`src/rtl/button_conditioner_pkg.sv`:
```
// Shared constants for the button conditioner: depth of the metastability synchronizer.
package button_conditioner_pkg;

    localparam int unsigned SYNC_STAGES = 2;

endpackage

```
`src/rtl/debounce_channel.sv`:
```
// One input bit: press-side saturating debounce plus registered level and edge pulses.
module debounce_channel #(
    parameter int unsigned PULSE_CNT_MAX = 150
) (
    input  logic clk,
    input  logic rst,
    input  logic sync_bit,
    input  logic tick,
    output logic level,
    output logic rise,
    output logic fall
);

    localparam int unsigned SAT_W = $clog2(PULSE_CNT_MAX + 1);
    localparam logic [SAT_W-1:0] SAT_MAX = SAT_W'(PULSE_CNT_MAX);

    if (PULSE_CNT_MAX < 1) begin : g_bad_pulse_cnt
        $error("PULSE_CNT_MAX must be at least 1");
    end

    logic [SAT_W-1:0] sat_cnt;
    logic             hit;

    assign hit = (sat_cnt == SAT_MAX);

    // A single low sample restarts qualification; clearing takes priority over a tick.
    always_ff @(posedge clk or posedge rst) begin
        if (rst) begin
            sat_cnt <= '0;
        end else if (!sync_bit) begin
            sat_cnt <= '0;
        end else if (tick && !hit) begin
            sat_cnt <= sat_cnt + SAT_W'(1);
        end
    end

    always_ff @(posedge clk or posedge rst) begin
        if (rst) begin
            level <= 1'b0;
            rise  <= 1'b0;
            fall  <= 1'b0;
        end else begin
            level <= hit;
            rise  <= hit & ~level;
            fall  <= ~hit & level;
        end
    end

endmodule

```
`src/rtl/button_conditioner.sv`:
```
// Synchronizes raw board inputs, debounces presses on a shared sample tick,
// and produces a clean level with single-cycle rise/fall pulses per bit.
module button_conditioner
    import button_conditioner_pkg::*;
#(
    parameter int unsigned WIDTH          = 1,
    parameter int unsigned SAMPLE_CNT_MAX = 25000,
    parameter int unsigned PULSE_CNT_MAX  = 150
) (
    input  logic             clk,
    input  logic             rst,
    input  logic [WIDTH-1:0] async_in,
    output logic [WIDTH-1:0] level_out,
    output logic [WIDTH-1:0] rise_pulse,
    output logic [WIDTH-1:0] fall_pulse
);

    localparam int unsigned TICK_W = $clog2(SAMPLE_CNT_MAX);
    localparam logic [TICK_W-1:0] TICK_LAST = TICK_W'(SAMPLE_CNT_MAX - 1);

    if (SAMPLE_CNT_MAX < 2) begin : g_bad_sample_cnt
        $error("SAMPLE_CNT_MAX must be at least 2");
    end

    logic [WIDTH-1:0]  sync_pipe [SYNC_STAGES];
    logic [WIDTH-1:0]  sync;
    logic [TICK_W-1:0] tick_cnt;
    logic              tick;

    always_ff @(posedge clk or posedge rst) begin
        if (rst) begin
            for (int s = 0; s < SYNC_STAGES; s++) begin
                sync_pipe[s] <= '0;
            end
        end else begin
            sync_pipe[0] <= async_in;
            for (int s = 1; s < SYNC_STAGES; s++) begin
                sync_pipe[s] <= sync_pipe[s-1];
            end
        end
    end

    assign sync = sync_pipe[SYNC_STAGES-1];

    // Free-running sample-rate divider shared by every channel.
    assign tick = (tick_cnt == TICK_LAST);

    always_ff @(posedge clk or posedge rst) begin
        if (rst) begin
            tick_cnt <= '0;
        end else if (tick) begin
            tick_cnt <= '0;
        end else begin
            tick_cnt <= tick_cnt + TICK_W'(1);
        end
    end

    for (genvar i = 0; i < WIDTH; i++) begin : g_ch
        debounce_channel #(
            .PULSE_CNT_MAX(PULSE_CNT_MAX)
        ) u_ch (
            .clk      (clk),
            .rst      (rst),
            .sync_bit (sync[i]),
            .tick     (tick),
            .level    (level_out[i]),
            .rise     (rise_pulse[i]),
            .fall     (fall_pulse[i])
        );
    end

endmodule

```
`config.mk`:
```
export PLATFORM = sky130hd
export DESIGN_NAME = button_conditioner
export DESIGN_NICKNAME = d
export VERILOG_FILES = /design/src/rtl/button_conditioner_pkg.sv /design/src/rtl/debounce_channel.sv /design/src/rtl/button_conditioner.sv
export SDC_FILE = /design/constraint.sdc
export NUM_CORES = 1
export LEC_CHECK = 0
export ABC_CLOCK_PERIOD_IN_PS = 2600
export CAP_MARGIN = 0
export CORE_MARGIN = 2
export CORE_UTILIZATION = 61
export CTS_BUF_LIST = sky130_fd_sc_hd__clkbuf_2
export DETAILED_ROUTE_END_ITERATION = 6
export PLACE_DENSITY = 0.77
export SETUP_SLACK_MARGIN = 0.1
export SYNTH_ARGS = -nofsm -noshare
export SYNTH_HDL_FRONTEND = slang
export SYNTH_SLANG_ARGS = --single-unit
```
`constraint.sdc`:
```
create_clock -name clk -period 2.6 [get_ports clk]
set_clock_uncertainty 0.2 [all_clocks]
set_input_delay 0.52 -clock clk [delete_from_list [all_inputs] [get_ports clk]]
set_output_delay 0.52 -clock clk [all_outputs]
set_load 0.05 [all_outputs]
```
==> out/results.tsv, run 1 <==
stage	metric	value	unit
finish	commonest non-fill, non-tap cell in the layout	dfrtp_1	
cts	CTS max path bufs	2	
cts	CTS H-tree lvls	1	
floorplanning	die width	50.3	um
detailed_routing	DRT Wirelength	2300	um
setup_path	critical path's top delay family	buffers and inverters	
setup_path	Crit path required time	1.88	ns
finish	sequential standard cell area	701	sq um
synthesis	top_reg_cell synth	dfrtp_1	
cts	CTS Sinks	28	
finish	fin nets	137	
synthesis	Netlist Area Pre-Place	0.00131	sq mm
floorplanning	Top-Level Pins	6	
timing	fin crit period	2.29	ns
detailed_routing	Via Count	949	
cts	total CTS buffers	3	
placement	buffers added on ports	5	
floorplanning	Die Area	0.00253	sq mm
detailed_routing	average wire per standard cell	14.7	um
setup_path	worst path cell trace	clkdlybuf4s50_1	
timing	setup-violating endpoint count in the final report	0	
power	Power Total	600	uW
cts	Reg clk slew, reported paths	0.23	ns
detailed_routing	met3 wire length	65	um
placement	RD Place Congestion	0.800	
global_routing	global route overflow	0	
global_routing	first-pass GRT wire length	4260	um
synthesis	Syn Area/Cell	10.7	sq um
setup_path	crit path DAT	1.57	ns
finish	Fill cells	154	
run	max cap viols	0	
timing	final hold vios	0	
cts	cts repair resizes	0	
finish	Diodes inserted	0	
synthesis	Post-synth EDFFs	0	
setup_path	Crit Path Max Fanout	3	
status	status	complete, no violations	
global_routing	largest net degree at the start of global routing	29	
floorplanning	core area	0.00198	sq mm
power	leakage power	0.617	nW
cts	Root Buffer	clkbuf_2	
detailed_routing	Starting DRT DRC Count	16	
setup_path	Slowest-stage cell, CP	clkdlybuf4s50_1	
cts	CTS tree	yes	
synthesis	Synth Instances	122	
finish	synthesis-to-finish area growth	7.75	%
finish	Multi-input gate area	579	sq um
floorplanning	initial core utilization	66.0	%
detailed_routing	Initial DRT Pass Iterations	4	
setup_path	CP Capture Type	primary output	
global_routing	vias in the first global route	953	
floorplanning	Rows	16	
finish	Final Util	71.1	%
cts	Post-CTS Setup Inserts	0	
setup_path	Worst setup SP type	register	
timing	setup_tns	0	ns
detailed_routing	Antenna Nets Post-Route	0	
detailed_routing	routed wl met2	1110	um
synthesis	async set-reset flop share out of synthesis	100	%
detailed_routing	Top Metal Used	met4	
setup_path	CP peak stage delay	0.81	ns
timing	Period Utilization, post-route	88.1	%
timing	slew margin rel.	67.0	%
cts	hold buffers post-CTS	0	
finish	most frequent cells in the layout	dfrtp_1 (28), a21oi_1 (10), nor2_1 (8), or3_1 (8)	
timing	Max Freq	437	MHz
timing	final count of pins violating max slew	0	
synthesis	Netlist cell types	28	
finish	layout cell share with drive strength beyond 1	7.75	%
power	maximum VDD drop	0.300	mV
timing	RSZ-0062 raised after global routing	no	
synthesis	Yosys warnings	0	
global_routing	initial antenna violation count	0	
timing	Least-Margin Pin Slew	0.494	ns
power	pwr dens	426	mW/mm^2
synthesis	Seq/Total Area, Yosys	53.6	%
detailed_routing	DR vias/cell	6.08	
cts	clk_lat worst skew	0.34	ns
detailed_routing	DRC	0	
detailed_routing	M1 WL	1110	um
placement	DP HPWL	1640	um
global_routing	Tot GR Track Use	22.3	%
synthesis	Yosys reg bits	28	
setup_path	Crit Path Category	reg -> out	
synthesis	syn_nets	128	
min_path	min-delay worst type	reg -> reg	
floorplanning	die height	50.3	um
setup_path	Buf/Inv on CP	1	
[final timing paths]
| path | depth (start not counted) | endpoint | slack [ns] | startpoint |
|---|---|---|---|---|
| hold / removal | 0 | sync$_DFF_PP0_ | 0.20 | sync_pipe[1]$_DFF_PP0_ |
| hold reg to reg | 0 | sync$_DFF_PP0_ | 0.20 | sync_pipe[1]$_DFF_PP0_ |
| setup / recovery | 1 | level_out | 0.31 | g_ch[0].u_ch.level$_DFF_PP0_ |
| max in group asynchronous | 3 | tick_cnt[8]$_DFF_PP0_ | 1.65 | rst |
| setup reg to reg | 5 | g_ch[0].u_ch.sat_cnt[3]$_DFFE_PP0P_ | 0.36 | tick_cnt[0]$_DFF_PP0_ |
| min in group asynchronous | 3 | g_ch[0].u_ch.fall$_DFF_PP0_ | 0.30 | rst |
[cell usage after synthesis, types with 4 or more instances]
master	instances	area share [%]
dfrtp_1	28	54
a21oi_1	10	3.8
nor2_1	8	2.3
or3_1	8	3.8
nand3_1	7	2.7
o21ai_0	7	2.7
nand2_1	5	1.4
xor2_1	5	3.3
inv_1	4	1.1
nand4_1	4	1.9
xnor2_1	4	2.7
[where the power goes]
| group | internal, mW | switching (mW) | leakage (nW) |
|---|---|---|---|
| Clock | 0.0314 | 0.116 | 0.0125 |
| Sequential | 0.438 | 0.000541 | 0.372 |
| Combinational | 0.00386 | 0.0103 | 0.232 |
| Total | 0.473 | 0.127 | 0.617 |
[per-layer routing]
metal	vias up	GRT usage, %
met4	0	8.11
met5	-	0
met3	2	2.68
li1	460	-
met1	471	33.3
met2	16	33.6
[stage by stage]
stage               setup slack (ns)  area (sq um)  cells  hold slack [ns]
floorplan                      0.764          1310    122            0.131
global placement               0.516          1390    153            0.145
detailed placement             0.401          1390    153            0.159
CTS                            0.293          1410    156            0.226
global route                   0.165          1410    156            0.217
finish                         0.311          1410    156            0.200
[logic make-up (layout without fill, tap and decap cells)]
kind of cell | count (synthesis) | after routing | synth area share, %
XOR/XNOR | 9 | 9 | 6.03
adder cells (fa/ha/maj) | 3 | 3 | 2.87
AND/OR/NAND/NOR | 52 | 52 | 25.0
AO/OA/AOI/OAI | 22 | 22 | 9.57
flip-flops | 28 | 28 | 53.6
multiplexers | 1 | 1 | 0.861
buffers and inverters | 7 | 14 | 2.10
[registers in the layout (all words and copies together) (netlist names)]
| register | flops |
|---|---|
| g_ch.u_ch.rise | 1 |
| g_ch.u_ch.sat_cnt | 8 |
| tick_cnt | 15 |
| sync | 1 |
| sync_pipe | 1 |
| g_ch.u_ch.level | 1 |
| g_ch.u_ch.fall | 1 |
[area by class of cell]
cell class / instances / area share, %
flip-flops and latches: 28 / 49.7
inverters: 4 / 1.07
well taps: 27 / 2.40
multi-input cells: 87 / 41.1
clock buffers: 3 / 1.07
repair buffers: 7 / 4.62
No activity file was read; power rests on OpenSTA's default activity.
==> run 2, diff against run 1 <==
ABC_CLOCK_PERIOD_IN_PS = 2500   (was 2600)
SKIP_LAST_GASP = 1   (was unset)
clock period = 2.5 ns   (was 2.6 ns; I/O delays follow)
==> out/results.tsv, run 2 (synthesized netlist as in run 1, its figures left out) <==
stage	metric	value	unit	change
timing	setup_tns	0	ns	unchanged
cts	clk_lat worst skew	0.35	ns	was 0.34 ns
timing	setup ws final	0.226	ns	was 0.311 ns
timing	Period Utilization, post-route	91.0	%	
status	status	complete, no violations		unchanged
setup_path	crit path DAT	1.57	ns	about the same
floorplanning	initial core utilization	66.0	%	unchanged
cts	Post-CTS Setup Inserts	0		unchanged
finish	Diodes inserted	0		unchanged
placement	DP HPWL	1640	um	unchanged
finish	number of flip-flops in the largest register	15		unchanged
detailed_routing	Starting DRT DRC Count	23		was 16
cts	total CTS buffers	3		unchanged
global_routing	largest net degree at the start of global routing	29		unchanged
floorplanning	Die Area	0.00253	sq mm	unchanged
detailed_routing	Via Count	949		unchanged
min_path	min-delay worst type	reg -> reg		unchanged
placement	Placed Instances	153		unchanged
detailed_routing	DRC	0		unchanged
finish	Final Util	71.5	%	was 71.1%
floorplanning	Top-Level Pins	6		unchanged
cts	CTS tree	yes		unchanged
placement	RD Place Congestion	0.800		unchanged
power	Comb pwr share	2.3	%	was 2.4%
global_routing	first-pass GRT wire length	4260	um	unchanged
placement	worst slack, placed	0.301	ns	was 0.401 ns
finish	synthesis-to-finish area growth	8.42	%	was 7.75%
finish	largest registers	tick_cnt (15), g_ch.u_ch.sat_cnt (8)		unchanged
setup_path	Crit path required time	1.80	ns	was 1.88 ns
setup_path	Worst setup SP type	register		unchanged
global_routing	vias in the first global route	953		unchanged
finish	commonest non-fill, non-tap cell in the layout	dfrtp_1		unchanged
setup_path	worst path cell trace	clkdlybuf4s50_1		unchanged
power	leakage power	0.617	nW	about the same
timing	final hold vios	0		unchanged
placement	buffers added on ports	5		unchanged
cts	CTS max path bufs	2		unchanged
setup_path	Crit Path Max Fanout	3		unchanged
setup_path	CP Capture Type	primary output		unchanged
setup_path	CP peak stage delay	0.81	ns	about the same
cts	CTS Sinks	28		unchanged
power	Sequential Power Share	72.9	%	was 73.1%
floorplanning	die height	50.3	um	unchanged
run	max cap viols	0		unchanged
setup_path	Buf/Inv on CP	1		unchanged
finish	Fill cells	151		was 154
finish	most frequent cells in the layout	dfrtp_1 (28), a21oi_1 (10), nor2_1 (8), or3_1 (8)		unchanged
detailed_routing	average wire per standard cell	14.6	um	was 14.7 um
timing	fin crit period	2.27	ns	
finish	sequential standard cell area	701	sq um	unchanged
power	Clk pwr share	24.7	%	was 24.5%
setup_path	Crit Path Category	reg -> out		unchanged
timing	Least-Margin Pin Slew	0.494	ns	about the same
cts	Reg clk slew, reported paths	0.23	ns	about the same
finish	non-filler instance count after layout	156		unchanged
cts	cts repair resizes	0		unchanged
timing	Max Freq	440	MHz	
power	Power Total	625	uW	was 600 uW
finish	largest register by flop count	tick_cnt		unchanged
setup_path	Slowest-stage cell, CP	clkdlybuf4s50_1		unchanged
timing	RSZ-0062 raised after global routing	no		unchanged
global_routing	initial antenna violation count	0		unchanged
finish	final instance area	0.00142	sq mm	was 0.00141 sq mm
cts	CTS H-tree lvls	1		unchanged
cts	Root Buffer	clkbuf_2		unchanged
power	maximum VDD drop	0.309	mV	was 0.300 mV
global_routing	global route overflow	0		unchanged
floorplanning	die width	50.3	um	unchanged
timing	final count of pins violating max slew	0		unchanged
floorplanning	Rows	16		unchanged
detailed_routing	DRT Wirelength	2280	um	was 2300 um
finish	layout cell share with drive strength beyond 1	7.75	%	unchanged
power	pwr dens	441	mW/mm^2	was 426 mW/mm^2
power	P_sw	133	uW	was 127 uW
cts	hold buffers post-CTS	0		unchanged
power	fraction of power spent switching nets	21.3	%	was 21.1%
detailed_routing	DR vias/cell	6.08		unchanged
timing	WHS	0.208	ns	was 0.200 ns
finish	Multi-input gate area	588	sq um	was 579 sq um
power	cell-internal power	492	uW	was 473 uW
detailed_routing	Antenna Nets Post-Route	0		unchanged
floorplanning	core area	0.00198	sq mm	unchanged
timing	setup-violating endpoint count in the final report	0		unchanged
setup_path	critical path's top delay family	buffers and inverters		unchanged
placement	area of placed instances	0.00139	sq mm	unchanged
global_routing	Tot GR Track Use	22.3	%	unchanged
detailed_routing	Initial DRT Pass Iterations	4		unchanged
finish	fin nets	137		unchanged
timing	slew margin rel.	67.0	%	about the same
==> run 2: cell counts in the layout (fill, tap and decap cells not counted) <==
No cell type changed its count.
==> run 2: final cells by class <==
type                       count  share of cell area, %
sequential                    28                   49.4
clock buffer                   3                   1.06
timing repair buffer           7                   4.59
multi-input combinational     87                   41.5
inverter                       4                   1.06
tap                           27                   2.38
==> run 2: worst reg2reg max path, cell delays in order, from the launching register on <==
cell	delay, ns
dfrtp_1	0.42
ha_1	0.22
and4_1	0.29
nand4_4	0.23
or4_1	0.55
a21oi_1	0.16
==> run 2: metal layers <==
metal  track usage, %  routed length (um)  vias to the layer above
met3             2.68                  61                        5
met2             33.6                1090                       20
met4             8.11                  37                        0
li1                 -                   -                      459
met5                0                   0                        -
met1             33.3                1090                      465
==> run 2: power groups by stage <==
stage	Clock (mW)	Sequential [mW]	Combinational (mW)
finish	0.155	0.456	0.0147
global route	0.175	0.457	0.0177
floorplan	0	0.463	0.00816
CTS	0.159	0.456	0.0157
global placement	0	0.463	0.0149
detailed placement	0	0.464	0.0157
==> run 2: path summary, 6_finish.rpt <==
check | startpoint | end | slack, ns | depth (start not counted)
max | g_ch[0].u_ch.level$_DFF_PP0_ | level_out | 0.23 | 1
min | sync_pipe[1]$_DFF_PP0_ | sync$_DFF_PP0_ | 0.21 | 0
max reg2reg | tick_cnt[0]$_DFF_PP0_ | g_ch[0].u_ch.sat_cnt[3]$_DFFE_PP0P_ | 0.37 | 5
min reg2reg | sync_pipe[1]$_DFF_PP0_ | sync$_DFF_PP0_ | 0.21 | 0
max in group asynchronous | rst | tick_cnt[1]$_DFF_PP0_ | 1.58 | 3
min in group asynchronous | rst | tick_cnt[3]$_DFF_PP0_ | 0.27 | 3
==> run 3, diff against run 2 <==
CORE_UTILIZATION = 57   (was 61)
PLACE_DENSITY = 0.73   (was 0.77)
==> out/results.tsv, run 3 (synthesized netlist as in run 1, its figures left out) <==
stage	metric	value	unit	change
status	status	complete, no violations		unchanged
min_path	min-delay worst type	reg -> reg		unchanged
min_path	Hold Path Cell Cnt	0		unchanged
finish	Final Util	64.4	%	was 71.5%
timing	Period Utilization, post-route	90.7	%	was 91.0%
global_routing	largest net degree at the start of global routing	29		unchanged
timing	Least-Margin Pin Slew	0.491	ns	was 0.494 ns
detailed_routing	Initial DRT Pass Iterations	4		unchanged
timing	final hold vios	0		unchanged
cts	Post-CTS Setup Inserts	0		unchanged
setup_path	R2R depth	5		unchanged
global_routing	Tot GR Track Use	21.1	%	was 22.3%
placement	buffers added on ports	5		unchanged
setup_path	crit path DAT	1.57	ns	about the same
cts	CTS H-tree lvls	1		unchanged
global_routing	first-pass GRT wire length	4160	um	was 4260 um
detailed_routing	average wire per standard cell	15.0	um	was 14.6 um
finish	commonest non-fill, non-tap cell in the layout	dfrtp_1		unchanged
power	leakage power	0.617	nW	about the same
setup_path	CP Capture Type	primary output		unchanged
power	maximum VDD drop	0.400	mV	was 0.309 mV
cts	clk_lat worst skew	0.34	ns	was 0.35 ns
setup_path	worst path cell trace	clkdlybuf4s50_1		unchanged
floorplanning	die width	51.9	um	was 50.3 um
timing	setup-violating endpoint count in the final report	0		unchanged
floorplanning	core area	0.00219	sq mm	was 0.00198 sq mm
cts	CTS tree	yes		unchanged
detailed_routing	DR vias/cell	6.10		was 6.08
cts	cts repair resizes	0		unchanged
finish	synthesis-to-finish area growth	7.85	%	was 8.42%
setup_path	Worst setup SP type	register		unchanged
detailed_routing	Antenna Nets Post-Route	0		unchanged
placement	DP HPWL	1590	um	was 1640 um
timing	Max Freq	441	MHz	was 440 MHz
cts	total CTS buffers	3		unchanged
cts	Reg clk slew, reported paths	0.24	ns	was 0.23 ns
detailed_routing	Starting DRT DRC Count	17		was 23
detailed_routing	DRT Wirelength	2360	um	was 2280 um
floorplanning	Rows	17		was 16
timing	slew margin rel.	67.2	%	was 67.0%
floorplanning	Die Area	0.00269	sq mm	was 0.00253 sq mm
setup_path	reg2reg start	tick_cnt[0]$_DFF_PP0_		unchanged
power	pwr dens	445	mW/mm^2	was 441 mW/mm^2
cts	CTS Sinks	28		unchanged
setup_path	Crit path required time	1.80	ns	about the same
placement	RD Place Congestion	0.790		was 0.800
finish	fin nets	137		unchanged
setup_path	Worst path depth	1		unchanged
cts	Root Buffer	clkbuf_2		unchanged
finish	layout cell share with drive strength beyond 1	7.75	%	unchanged
setup_path	setup slack, reg-to-reg	0.24	ns	was 0.37 ns
global_routing	global route overflow	0		unchanged
finish	largest register by flop count	tick_cnt		unchanged
timing	final count of pins violating max slew	0		unchanged
finish	Diodes inserted	0		unchanged
global_routing	vias in the first global route	941		was 953
detailed_routing	DRC	0		unchanged
finish	most frequent cells in the layout	dfrtp_1 (28), a21oi_1 (10), nor2_1 (8), or3_1 (8)		unchanged
finish	largest registers	tick_cnt (15), g_ch.u_ch.sat_cnt (8)		unchanged
min_path	Hold Path Sink	sync$_DFF_PP0_		unchanged
setup_path	CP peak stage delay	0.81	ns	about the same
setup_path	critical path's top delay family	buffers and inverters		unchanged
cts	CTS max path bufs	2		unchanged
floorplanning	die height	51.9	um	was 50.3 um
floorplanning	initial core utilization	59.7	%	was 66.0%
setup_path	Crit Path Category	reg -> out		unchanged
floorplanning	Top-Level Pins	6		unchanged
timing	setup_tns	0	ns	unchanged
global_routing	initial antenna violation count	0		unchanged
timing	RSZ-0062 raised after global routing	no		unchanged
min_path	Worst Hold Launch	sync_pipe[1]$_DFF_PP0_		unchanged
finish	number of flip-flops in the largest register	15		unchanged
cts	hold buffers post-CTS	0		unchanged
setup_path	Slowest-stage cell, CP	clkdlybuf4s50_1		unchanged
timing	fin crit period	2.27	ns	about the same
setup_path	Buf/Inv on CP	1		unchanged
setup_path	Crit Path Max Fanout	3		unchanged
run	max cap viols	0		unchanged
detailed_routing	Via Count	957		was 949
setup_path	worst r2r dst	g_ch[0].u_ch.sat_cnt[3]$_DFFE_PP0P_		unchanged
==> run 3: cell types whose count changed in the layout (fill, tap and decap cells not counted) <==
cell | previous run | this run
nand4_2 | 1 | 2
nand4_4 | 1 | 0
==> run 3: worst max path at each step <==
| stage | end | slack (ns) | start |
|---|---|---|---|
| detailed placement | g_ch[0].u_ch.sat_cnt[3]$_DFFE_PP0P_ | 0.31 | tick_cnt[0]$_DFF_PP0_ |
| global route | level_out | 0.12 | g_ch[0].u_ch.level$_DFF_PP0_ |
| floorplan | g_ch[0].u_ch.sat_cnt[3]$_DFFE_PP0P_ | 0.66 | tick_cnt[0]$_DFF_PP0_ |
| CTS | level_out | 0.22 | g_ch[0].u_ch.level$_DFF_PP0_ |
| global placement | g_ch[0].u_ch.sat_cnt[3]$_DFFE_PP0P_ | 0.44 | tick_cnt[0]$_DFF_PP0_ |
| finish | level_out | 0.23 | g_ch[0].u_ch.level$_DFF_PP0_ |
==> run 3: power by group <==
group	leakage (nW)	internal, mW	switching [mW]
combinational	0.232	0.00401	0.0107
clock	0.0125	0.0326	0.125
sequential	0.372	0.456	0.000388
total	0.617	0.492	0.136
==> run 3: final cells by class <==
cell class,instances,area [sq um]
Clock buffer,3,15.0
Inverter,4,15.0
Timing Repair Buffer,7,65.1
Fill cell,176,781
Tap cell,28,35.0
Multi-Input combinational cell,87,579
Sequential cell,28,701
==> run 3: metal layers <==
| metal | vias up | share of wire [%] | routed length (um) | global-route usage (%) |
|---|---|---|---|---|
| met5 | - | 0 | 0 | 0 |
| met4 | 0 | 1.1 | 25 | 9.21 |
| met3 | 2 | 2.7 | 63 | 3.45 |
| met2 | 16 | 49 | 1170 | 35.0 |
| met1 | 478 | 47 | 1100 | 27.2 |
| li1 | 461 | - | - | - |
==> run 3: per-stage QoR <==
step / hold WS (ns) / instances / area [sq um] / setup slack [ns] / power, mW
global placement: 0.134 / 154 / 1400 / 0.440 / 0.479
global route: 0.205 / 157 / 1410 / 0.121 / 0.654
finish: 0.193 / 157 / 1410 / 0.231 / 0.628
floorplan: 0.131 / 122 / 1310 / 0.664 / 0.472
detailed placement: 0.147 / 154 / 1400 / 0.313 / 0.479
CTS: 0.196 / 157 / 1410 / 0.216 / 0.632
